File: config.mk
export PLATFORM = sky130hd
export DESIGN_NAME = wb_stage
export DESIGN_NICKNAME = d
export VERILOG_FILES = /design/src/rtl/wb_stage.sv
export SDC_FILE = /design/constraint.sdc
export NUM_CORES = 1
export LEC_CHECK = 0
export CAP_MARGIN = 25
export CORE_MARGIN = 3
export CORE_UTILIZATION = 53
export CTS_BUF_LIST = sky130_fd_sc_hd__clkbuf_4 sky130_fd_sc_hd__clkbuf_8
export DETAILED_ROUTE_END_ITERATION = 6
export GPL_ROUTABILITY_DRIVEN = 0
export PLACE_DENSITY = 0.89
export REMOVE_ABC_BUFFERS = 1
export SYNTH_ARGS = -nofsm -noshare
export SYNTH_HDL_FRONTEND = slang
export SYNTH_SLANG_ARGS = --single-unit
File: constraint.sdc
create_clock -name clk -period 7.5 [get_ports clk]
set_input_delay 2.25 -clock clk [delete_from_list [all_inputs] [get_ports clk]]
set_output_delay 2.25 -clock clk [all_outputs]
set_load 0.01 [all_outputs]
File: src/rtl/wb_stage.sv
// Writeback stage: MEM/WB pipeline register, load alignment/extension, result select,
// register-file write port, forwarding copy, load-fault detection and retire counter.
module wb_stage #(
    parameter int XLEN      = 32,
    parameter int CNT_WIDTH = 64
) (
    input  logic                 clk,
    input  logic                 rst_n,
    input  logic                 mem_valid,
    input  logic                 mem_reg_write,
    input  logic [4:0]           mem_rd,
    input  logic [1:0]           mem_result_sel,
    input  logic [XLEN-1:0]      mem_alu_result,
    input  logic [XLEN-1:0]      mem_load_data,
    input  logic [2:0]           mem_funct3,
    input  logic [XLEN-1:0]      mem_pc_plus4,
    input  logic                 wb_stall,
    input  logic                 wb_flush,
    output logic                 reg_write_enable,
    output logic [4:0]           write_reg,
    output logic [XLEN-1:0]      write_back_data,
    output logic                 fwd_valid,
    output logic [4:0]           fwd_rd,
    output logic [XLEN-1:0]      fwd_data,
    output logic                 load_fault,
    output logic [CNT_WIDTH-1:0] retire_count
);

    localparam logic [1:0] SEL_ALU  = 2'b00;
    localparam logic [1:0] SEL_LOAD = 2'b01;
    localparam logic [1:0] SEL_PC4  = 2'b10;

    logic                 valid_r;
    logic                 reg_write_r;
    logic [4:0]           rd_r;
    logic [1:0]           result_sel_r;
    logic [XLEN-1:0]      alu_result_r;
    logic [XLEN-1:0]      load_data_r;
    logic [2:0]           funct3_r;
    logic [XLEN-1:0]      pc_plus4_r;
    logic [CNT_WIDTH-1:0] retire_count_r;

    logic [XLEN-1:0]      load_value_s;
    logic [XLEN-1:0]      result_s;
    logic                 load_fault_s;
    logic                 fwd_ok_s;

    function automatic logic [XLEN-1:0] extract_load(
        input logic [2:0]      f3,
        input logic [1:0]      off,
        input logic [XLEN-1:0] word
    );
        logic [7:0]  b;
        logic [15:0] h;
        b = word[{off, 3'b000} +: 8];
        h = off[1] ? word[31:16] : word[15:0];
        case (f3)
            3'b000:  extract_load = {{(XLEN-8){b[7]}}, b};
            3'b001:  extract_load = {{(XLEN-16){h[15]}}, h};
            3'b010:  extract_load = word;
            3'b100:  extract_load = {{(XLEN-8){1'b0}}, b};
            3'b101:  extract_load = {{(XLEN-16){1'b0}}, h};
            default: extract_load = '0;
        endcase
    endfunction

    function automatic logic load_bad(input logic [2:0] f3, input logic [1:0] off);
        logic misaligned;
        logic illegal;
        misaligned = (((f3 == 3'b001) || (f3 == 3'b101)) && off[0]) ||
                     ((f3 == 3'b010) && (off != 2'b00));
        illegal    = (f3 == 3'b011) || (f3 == 3'b110) || (f3 == 3'b111);
        load_bad   = misaligned || illegal;
    endfunction

    // MEM/WB pipeline register: flush beats stall, stall holds, otherwise capture
    always_ff @(posedge clk or negedge rst_n) begin
        if (!rst_n) begin
            valid_r      <= 1'b0;
            reg_write_r  <= 1'b0;
            rd_r         <= 5'd0;
            result_sel_r <= 2'b00;
            alu_result_r <= '0;
            load_data_r  <= '0;
            funct3_r     <= 3'b000;
            pc_plus4_r   <= '0;
        end else if (wb_flush) begin
            valid_r <= 1'b0;
        end else if (!wb_stall) begin
            valid_r      <= mem_valid;
            reg_write_r  <= mem_reg_write;
            rd_r         <= mem_rd;
            result_sel_r <= mem_result_sel;
            alu_result_r <= mem_alu_result;
            load_data_r  <= mem_load_data;
            funct3_r     <= mem_funct3;
            pc_plus4_r   <= mem_pc_plus4;
        end else begin
            valid_r <= valid_r;
        end
    end

    // Retire counter: the WB occupant completes on any unstalled edge, faulting or not
    always_ff @(posedge clk or negedge rst_n) begin
        if (!rst_n) begin
            retire_count_r <= '0;
        end else if (valid_r && !wb_stall) begin
            retire_count_r <= retire_count_r + {{(CNT_WIDTH-1){1'b0}}, 1'b1};
        end else begin
            retire_count_r <= retire_count_r;
        end
    end

    // Result selection and write-port qualification from registered WB state only
    always_comb begin
        load_value_s = extract_load(funct3_r, alu_result_r[1:0], load_data_r);
        load_fault_s = valid_r && (result_sel_r == SEL_LOAD) && load_bad(funct3_r, alu_result_r[1:0]);
        case (result_sel_r)
            SEL_ALU:  result_s = alu_result_r;
            SEL_LOAD: result_s = load_value_s;
            SEL_PC4:  result_s = pc_plus4_r;
            default:  result_s = alu_result_r;
        endcase
        fwd_ok_s = valid_r && reg_write_r && (rd_r != 5'd0) && !load_fault_s;
    end

    // Write port and forwarding copy; stall only blocks the commit, not the forward
    always_comb begin
        reg_write_enable = fwd_ok_s && !wb_stall;
        write_reg        = rd_r;
        write_back_data  = result_s;
        fwd_valid        = fwd_ok_s;
        fwd_rd           = rd_r;
        fwd_data         = result_s;
        load_fault       = load_fault_s;
        retire_count     = retire_count_r;
    end

endmodule

==> run summary <==
Status - finished clean
Ys async rst share - 100%
HP Class - register to register
Setup_tns - 0 ns
Initial DRC Count - 432
Pwr dens - 215 nW/um^2
Clk sinks - 172
CTS root buf - clkbuf_8
Final hold violation count - 0
RR Startpoint - retire_count[0]
Post-CTS Setup Repair Bufs - 0
Number of remaining DRC errors - 0
Fin nets - 1062
Worst setup EP type - output pin
Final min period - 5.93 ns
Via Count - 6488
Area Overhead vs Synth - 32.8%
Most common cell after layout, fill and taps aside - clkdlybuf4s50_1
Register area share after synthesis - 50.9%
Nature of the critical path startpoint - register
Layout cells sized above 1 - 17.2%
Clock skew - 0.00747 ns
Synth top area share - 50.9%
R2R Setup Slk - 5.28 ns
DRT Wirelength - 22500 um
Total power - 2.41 mW
PostCTS Resize Cnt - 0
Dpl hpwl - 16400 um
Antenna-violating nets left - 0
GRT Overall Usage - 25.7%
CTS HTree Levels - 4
VDD IR-drop max - 175 uV
Slew HR - 31.9%
Fill cells - 1129
Core ar. - 15400 um^2
Via density - 5.55
Tcrit/Tclk final - 79.1%
Ports - 253
Register bit total from synthesis - 172
Post-CTS Hold Fix Bufs - 0
Largest net degree at the start of global routing - 71
Hold depth - 1
Vias in the first global route - 6692
Antenna violations before repair - 0
Critical path peak fanout - 16
Chip width - 132 um
Yosys top cell by area - dfrtp_1
Starting Density - 54.8%
Endpoints failing setup - 0
Most frequent cells in the layout - clkdlybuf4s50_1, dfrtp_1, mux2_2
Die area - 17500 um^2
Drt pass-1 iters - 5
FMAX - 169 MHz
Yosys warns - 0
CP arrival - 3.68 ns
ANT cells - 0
Top FF cell, synth - dfrtp_1
WHS Endpoint - retire_count[63]
FF-to-FF End - retire_count[48]
R2R depth - 6
RSZ-0062 raised after global routing - false
Worst-path clk slew - 0.08 ns
Synth Cell Area - 8460 um^2
Hold slack - 0.488 ns
Min-delay src - retire_count[63]
Max clock buf depth - 2
WP data required - 5.25 ns
Clk_lat worst skew - 0.44 ns
PortBufs - 252
Main area contributors after synthesis - dfrtp_1, mux2_2, xnor2_1, buf_4, nand2_1
Leakage - 4.54 nW
Avg Synthesized Cell Area - 11.4 um^2
First-pass GRT wire length - 35800 um
Max Slew Vio Count - 0
Aggregate global routing overflow - 0
CP Class - register to output pin
Die H - 132 um
Distinct cell type count after synthesis - 44
Max_cap viols - 0
Wirelength per Cell - 19.2 um
Worst-Margin Slew - 1.02 ns
Cells after Synth - 742
Row Count - 45
Number of synthesized flops with an enable pin - 0
CTS tree - built
Total CTS buffers - 17
## state kept, by name (all words and copies together), names as in the netlist
signal	cells
fwd_rd	5
retire_count	64
load_data_r	32
funct3_r	3
valid_r	1
pc_plus4_r	32
reg_write_r	1
result_sel_r	2
alu_result_r	32
## layout make-up
class | count | area [um^2] | share of cell area, %
clock buffer | 23 | 292 | 2.60
clock inverter | 8 | 45.0 | 0.401
inverter | 6 | 22.5 | 0.201
multi-input combinational | 491 | 3690 | 32.9
sequential | 172 | 4300 | 38.3
tap | 211 | 264 | 2.35
timing repair buffer | 259 | 2610 | 23.2
## metrics by stage
step | instances | instance area [um^2] | worst slack, ns | util, %
final | 1170 | 11200 | 1.57 | 72.8
after global routing | 1170 | 11200 | 1.31 | 72.8
after CTS | 1169 | 11200 | 1.54 | 72.7
after detailed placement | 1138 | 10900 | 1.66 | 70.5
after global placement | 1137 | 10800 | 1.68 | 70.3
after floorplan | 669 | 8010 | 0.0325 | -
## synthesized netlist by cell type (all sizes together), types with 21 or more instances
master	instances
a21oi	35
and2	23
buf	46
clkbuf	27
dfrtp	172
mux2	114
nand2	57
nand3	27
nor2	21
nor2b	21
o21ai	29
xnor2	43
## power breakdown
part	switching, mW	internal (mW)
combinational	0.322	0.420
sequential	0.0795	1.02
clock	0.311	0.256
## routing by layer
metal,GRT usage [%],vias up,routed length (um)
li1,-,3011,-
met4,6.12,0,296
met2,43.8,244,11300
met5,0,-,0
met1,31.7,3211,8950
met3,9.01,22,1990
## critical path: stages, from the launching register on
cell	delay [ns]
dfrtp_1	0.73
mux4_2	0.35
nor2_1	0.06
a2111oi_4	0.93
o21ai_0	0.25
a21oi_1	0.32
clkdlybuf4s50_1	0.60
## worst max path at each step
stage | startpoint | endpoint | slack (ns) | cells past startpoint
floorplan | wb_flush | alu_result_r[0] | 0.03 | 2
global placement | wb_stall | reg_write_enable | 1.68 | 3
detailed placement | wb_stall | reg_write_enable | 1.66 | 3
CTS | alu_result_r[1] | write_back_data[19] | 1.54 | 6
global route | alu_result_r[1] | write_back_data[19] | 1.31 | 6
finish | alu_result_r[1] | write_back_data[19] | 1.57 | 6
## logic make-up after synthesis
kind of cell | Yosys count | share of synthesized area (%)
AO/OA/AOI/OAI | 98 | 7.58
flip-flops | 172 | 50.9
buffers and inverters | 79 | 5.52
adder cells (fa/ha/maj) | 3 | 0.444
multiplexers | 117 | 15.7
XOR/XNOR | 63 | 6.53
AND/OR/NAND/NOR | 210 | 13.3
Power figures use the tool's default switching activity.
==> RTL change 1: new RTL, config.mk and constraints unchanged <==
The parameter `XLEN` goes from 32 to 40.
--- a/src/rtl/wb_stage.sv
+++ b/src/rtl/wb_stage.sv
@@ -3,3 +3,3 @@
 module wb_stage #(
-    parameter int XLEN      = 32,
+    parameter int XLEN      = 40,
     parameter int CNT_WIDTH = 64
Ports: changed (5 resized); port bits go from 253 to 293. The function was not compared with the original's and may differ.
==> RTL change 1 against the unedited design <==
Register-to-register slack got worse by 0.13 ns; critical endpoint is now write_back_data[30]; area after synthesis increased by 13%; via count increased by 11%; sequential cell count is 24 higher; setup slack better by 0.0021 ns; wire length up 13%; global-route usage fell by 0.13 points; non-clock buffer count grew 37; utilization decreased by 0.14 points; first-iteration DRC count rose by 18%; clock power rose by 11%; largest power group unchanged; power up 16%; cell area is 13% higher.
==> RTL change 1: results (changes against the unedited design) <==
[routing]
wl_met1_um=10080  ; +13%
drt_iter0_markers=509  ; +18%
vias=7231  ; +11%
wl_met3_um=2009  ; +1.0%
top_layer=met5
wirelength_um=25450  ; +13%
routed-wl-met2_um=12620  ; +12%

[critical_path]
slowest_delay_ns=0.66  ; -0.27 ns
cp_max_fo=14  ; -2

[placement]
place_area_sq_um=12340  ; +14%
io_buffers=292  ; +16%
hpwl_um=18280  ; +11%
place_ws_ns=1.649  ; -0.01159 ns

[global_routing]
grt_pass1_wl_um=40100  ; +12%
grt.met2_usage=0.4254  ; -0.01274
grt_usage=0.2560  ; -0.001343
met1_usage=0.3223  ; +0.005543
grt_pass1_vias=7433  ; +11%
grt_antenna_before_repair=1  ; +1

[synth]
ys_types=57  ; +30%
netlist_top_cells_count=dfrtp_1, mux2_2, buf_4
seq_area_frac_synth=0.5125  ; +0.003459

[clock_tree]
clk_latency_ns=0.46  ; +0.02 ns

[run_status]
status=finished clean

[final_layout]
drive_above_1_share=0.1901  ; +0.01806
final_cells=1278  ; +9.2%
utilization=0.7266  ; -0.001392

[power_and_ir_drop]
leakagePower_nw=5.283  ; +16%
irDropWorstVdd_uv=139.2  ; -20%

[timing]
tightest_slew_ns=1.038  ; +0.01628 ns
clock-skew-final_ns=0.01156  ; +0.004082 ns

[RTL change 1: layout make-up]
class | instances | area share
sequential | 196 | 0.3862
multi-input combinational | 512 | 0.3248
timing repair buffer | 296 | 0.2338
tap | 225 | 0.02217
clock buffer | 19 | 0.02010
clock inverter | 12 | 0.007686
inverter | 17 | 0.005025
antenna | 1 | 0.0001971
[RTL change 1: power by group through the flow]
| stage | logic, W | clock network, W | registers, W |
|---|---|---|---|
| global placement | 0.000885 | 0 | 0.00127 |
| floorplan | 0.000407 | 0 | 0.00126 |
| global route | 0.000961 | 0.000691 | 0.00128 |
| finish | 0.000901 | 0.000630 | 0.00126 |
| detailed placement | 0.000905 | 0 | 0.00128 |
| CTS | 0.000909 | 0.000647 | 0.00126 |
[RTL change 1: cells by family (layout without fill, tap and decap cells)]
logic type / Yosys count / count (layout) / share of synthesized area
adders and majority gates: 3 / 3 / 0.003922
AOI/OAI and AO/OA: 109 / 109 / 0.07491
xor gates and xnor gates: 63 / 63 / 0.05844
DFF: 196 / 196 / 0.5125
and+or+nand+nor: 197 / 197 / 0.1271
muxes: 140 / 140 / 0.1655
other: 0 / 1 / 0
buffers and inverters: 96 / 344 / 0.05765
[RTL change 1: worst paths after layout]
| check | from | end | slack, ns | cells after the start |
|---|---|---|---|---|
| max | funct3_r[1] | write_back_data[30] | 1.57 | 6 |
| min | retire_count[22] | retire_count[22] | 0.50 | 1 |
| max reg2reg | retire_count[0] | retire_count[44] | 5.15 | 6 |
| min reg2reg | retire_count[22] | retire_count[22] | 0.50 | 1 |
| max in group asynchronous | rst_n | alu_result_r[17] | 4.43 | 2 |
| min in group asynchronous | rst_n | alu_result_r[26] | 1.77 | 1 |
==> RTL change 2: new RTL, same flow settings <==
Without the edit above. Reset style: synchronous (`rst_n`), changed in 2 clocked blocks.
--- a/src/rtl/wb_stage.sv
+++ b/src/rtl/wb_stage.sv
@@ -76,3 +76,3 @@
     // MEM/WB pipeline register: flush beats stall, stall holds, otherwise capture
-    always_ff @(posedge clk or negedge rst_n) begin
+    always_ff @(posedge clk) begin
         if (!rst_n) begin
@@ -103,3 +103,3 @@
     // Retire counter: the WB occupant completes on any unstalled edge, faulting or not
-    always_ff @(posedge clk or negedge rst_n) begin
+    always_ff @(posedge clk) begin
         if (!rst_n) begin
Check against the original RTL: differs if rst_n is asserted again (counterexample within 4 cycles, from zero or initial values and one cycle with rst_n low); with rst_n held inactive, the same outputs for 4 cycles.
==> RTL change 2 against the unedited design <==
Setup slack got worse by 0.0065 ns; count of clock-buffer cells in the layout decreased by 1; sequential cell count unchanged; cell area decreased by 2.4%; area after synthesis decreased by 3.1%; wire length increased by 9.0%; synthesized cell count increased by 43%; largest cell class is now multi-input gates.
Power is not compared: it rests on default switching activity, and its combinational part moved more than twofold at a synthesized area within 25%.
==> RTL change 2: results (changes against the unedited design) <==
[placement]
dp.cells=1402  ; +23%
hpwl_um=17070  ; +3.9%
place_area_sq_um=10500  ; -3.4%

[critical_path]
cp_max_fo=8  ; -8
crit_end=reg_write_enable
cp_data_arrival_time_ns=3.69  ; about the same
ff2ff_path_depth=5  ; -1
r2r-start=retire_count[14]
r2r_slack_ns=4.78  ; -0.50 ns

[timing]
slew_headroom=0.3874  ; +0.06883
timing.hold.ws_ns=0.4571  ; -0.03053 ns
max_freq_mhz=168.3  ; -0.11%
clock-skew-final_ns=0.007620  ; +0.0001458 ns

[final_layout]
drive_above_1_share=0.05604  ; -0.1160
clock_tree_area_fraction=0.03837  ; +0.008400
nonClkBufAreaFrac=0.2387  ; +0.006380
num-multi-input-gates=773  ; +57%
multi_input_area_share=0.3829  ; +0.05390
clkbuf_count=22  ; -4.3%
inverters=12  ; +6
num-fill-cells=1158  ; +2.6%

[synth]
ys_types=52  ; +18%
synth_cells=1059  ; +43%
synth_area_leaders=dfxtp_1, nand2_1, a21oi_1
synthArstFlopShare=0  ; -1.000

[run_status]
status=finished clean

[worst_hold_path]
worstHoldStart=pc_plus4_r[11]

[global_routing]
grt_max_degree=102  ; +44%
grt_pass1_wl_um=38340  ; +7.2%
grt.met2_usage=0.4568  ; +0.01871

[routing]
wl_met1_um=10100  ; +13%

==> RTL change 2: changes by cell type after synthesis, sizes merged, moves of 23 or more <==
cell,change
dfrtp,-172
a22oi,+23
nand2,+201
a21oi,+131
dfxtp,+172
mux2,-100
clkbuf,+33
nor2,+26
xnor2,-28
==> RTL change 2: worst max-delay path, delay by kind of cell <==
kind          cells  cell delay, ns
buf+inv           2            1.18
simple gates      1            0.26
==> RTL change 2: cell families (layout without fill, tap and decap cells) <==
kind of cell    after synthesis  in the layout  share of synthesized area
buf+inv                     114            304                    0.06948
fa+ha+maj                     3              3                   0.004582
simple gates                468            468                     0.2706
other cells                   0              2                          0
mux                          19             19                    0.02688
flops                       172            172                     0.4203
xor+xnor                     34             34                    0.03635
compound gates              249            249                     0.1718
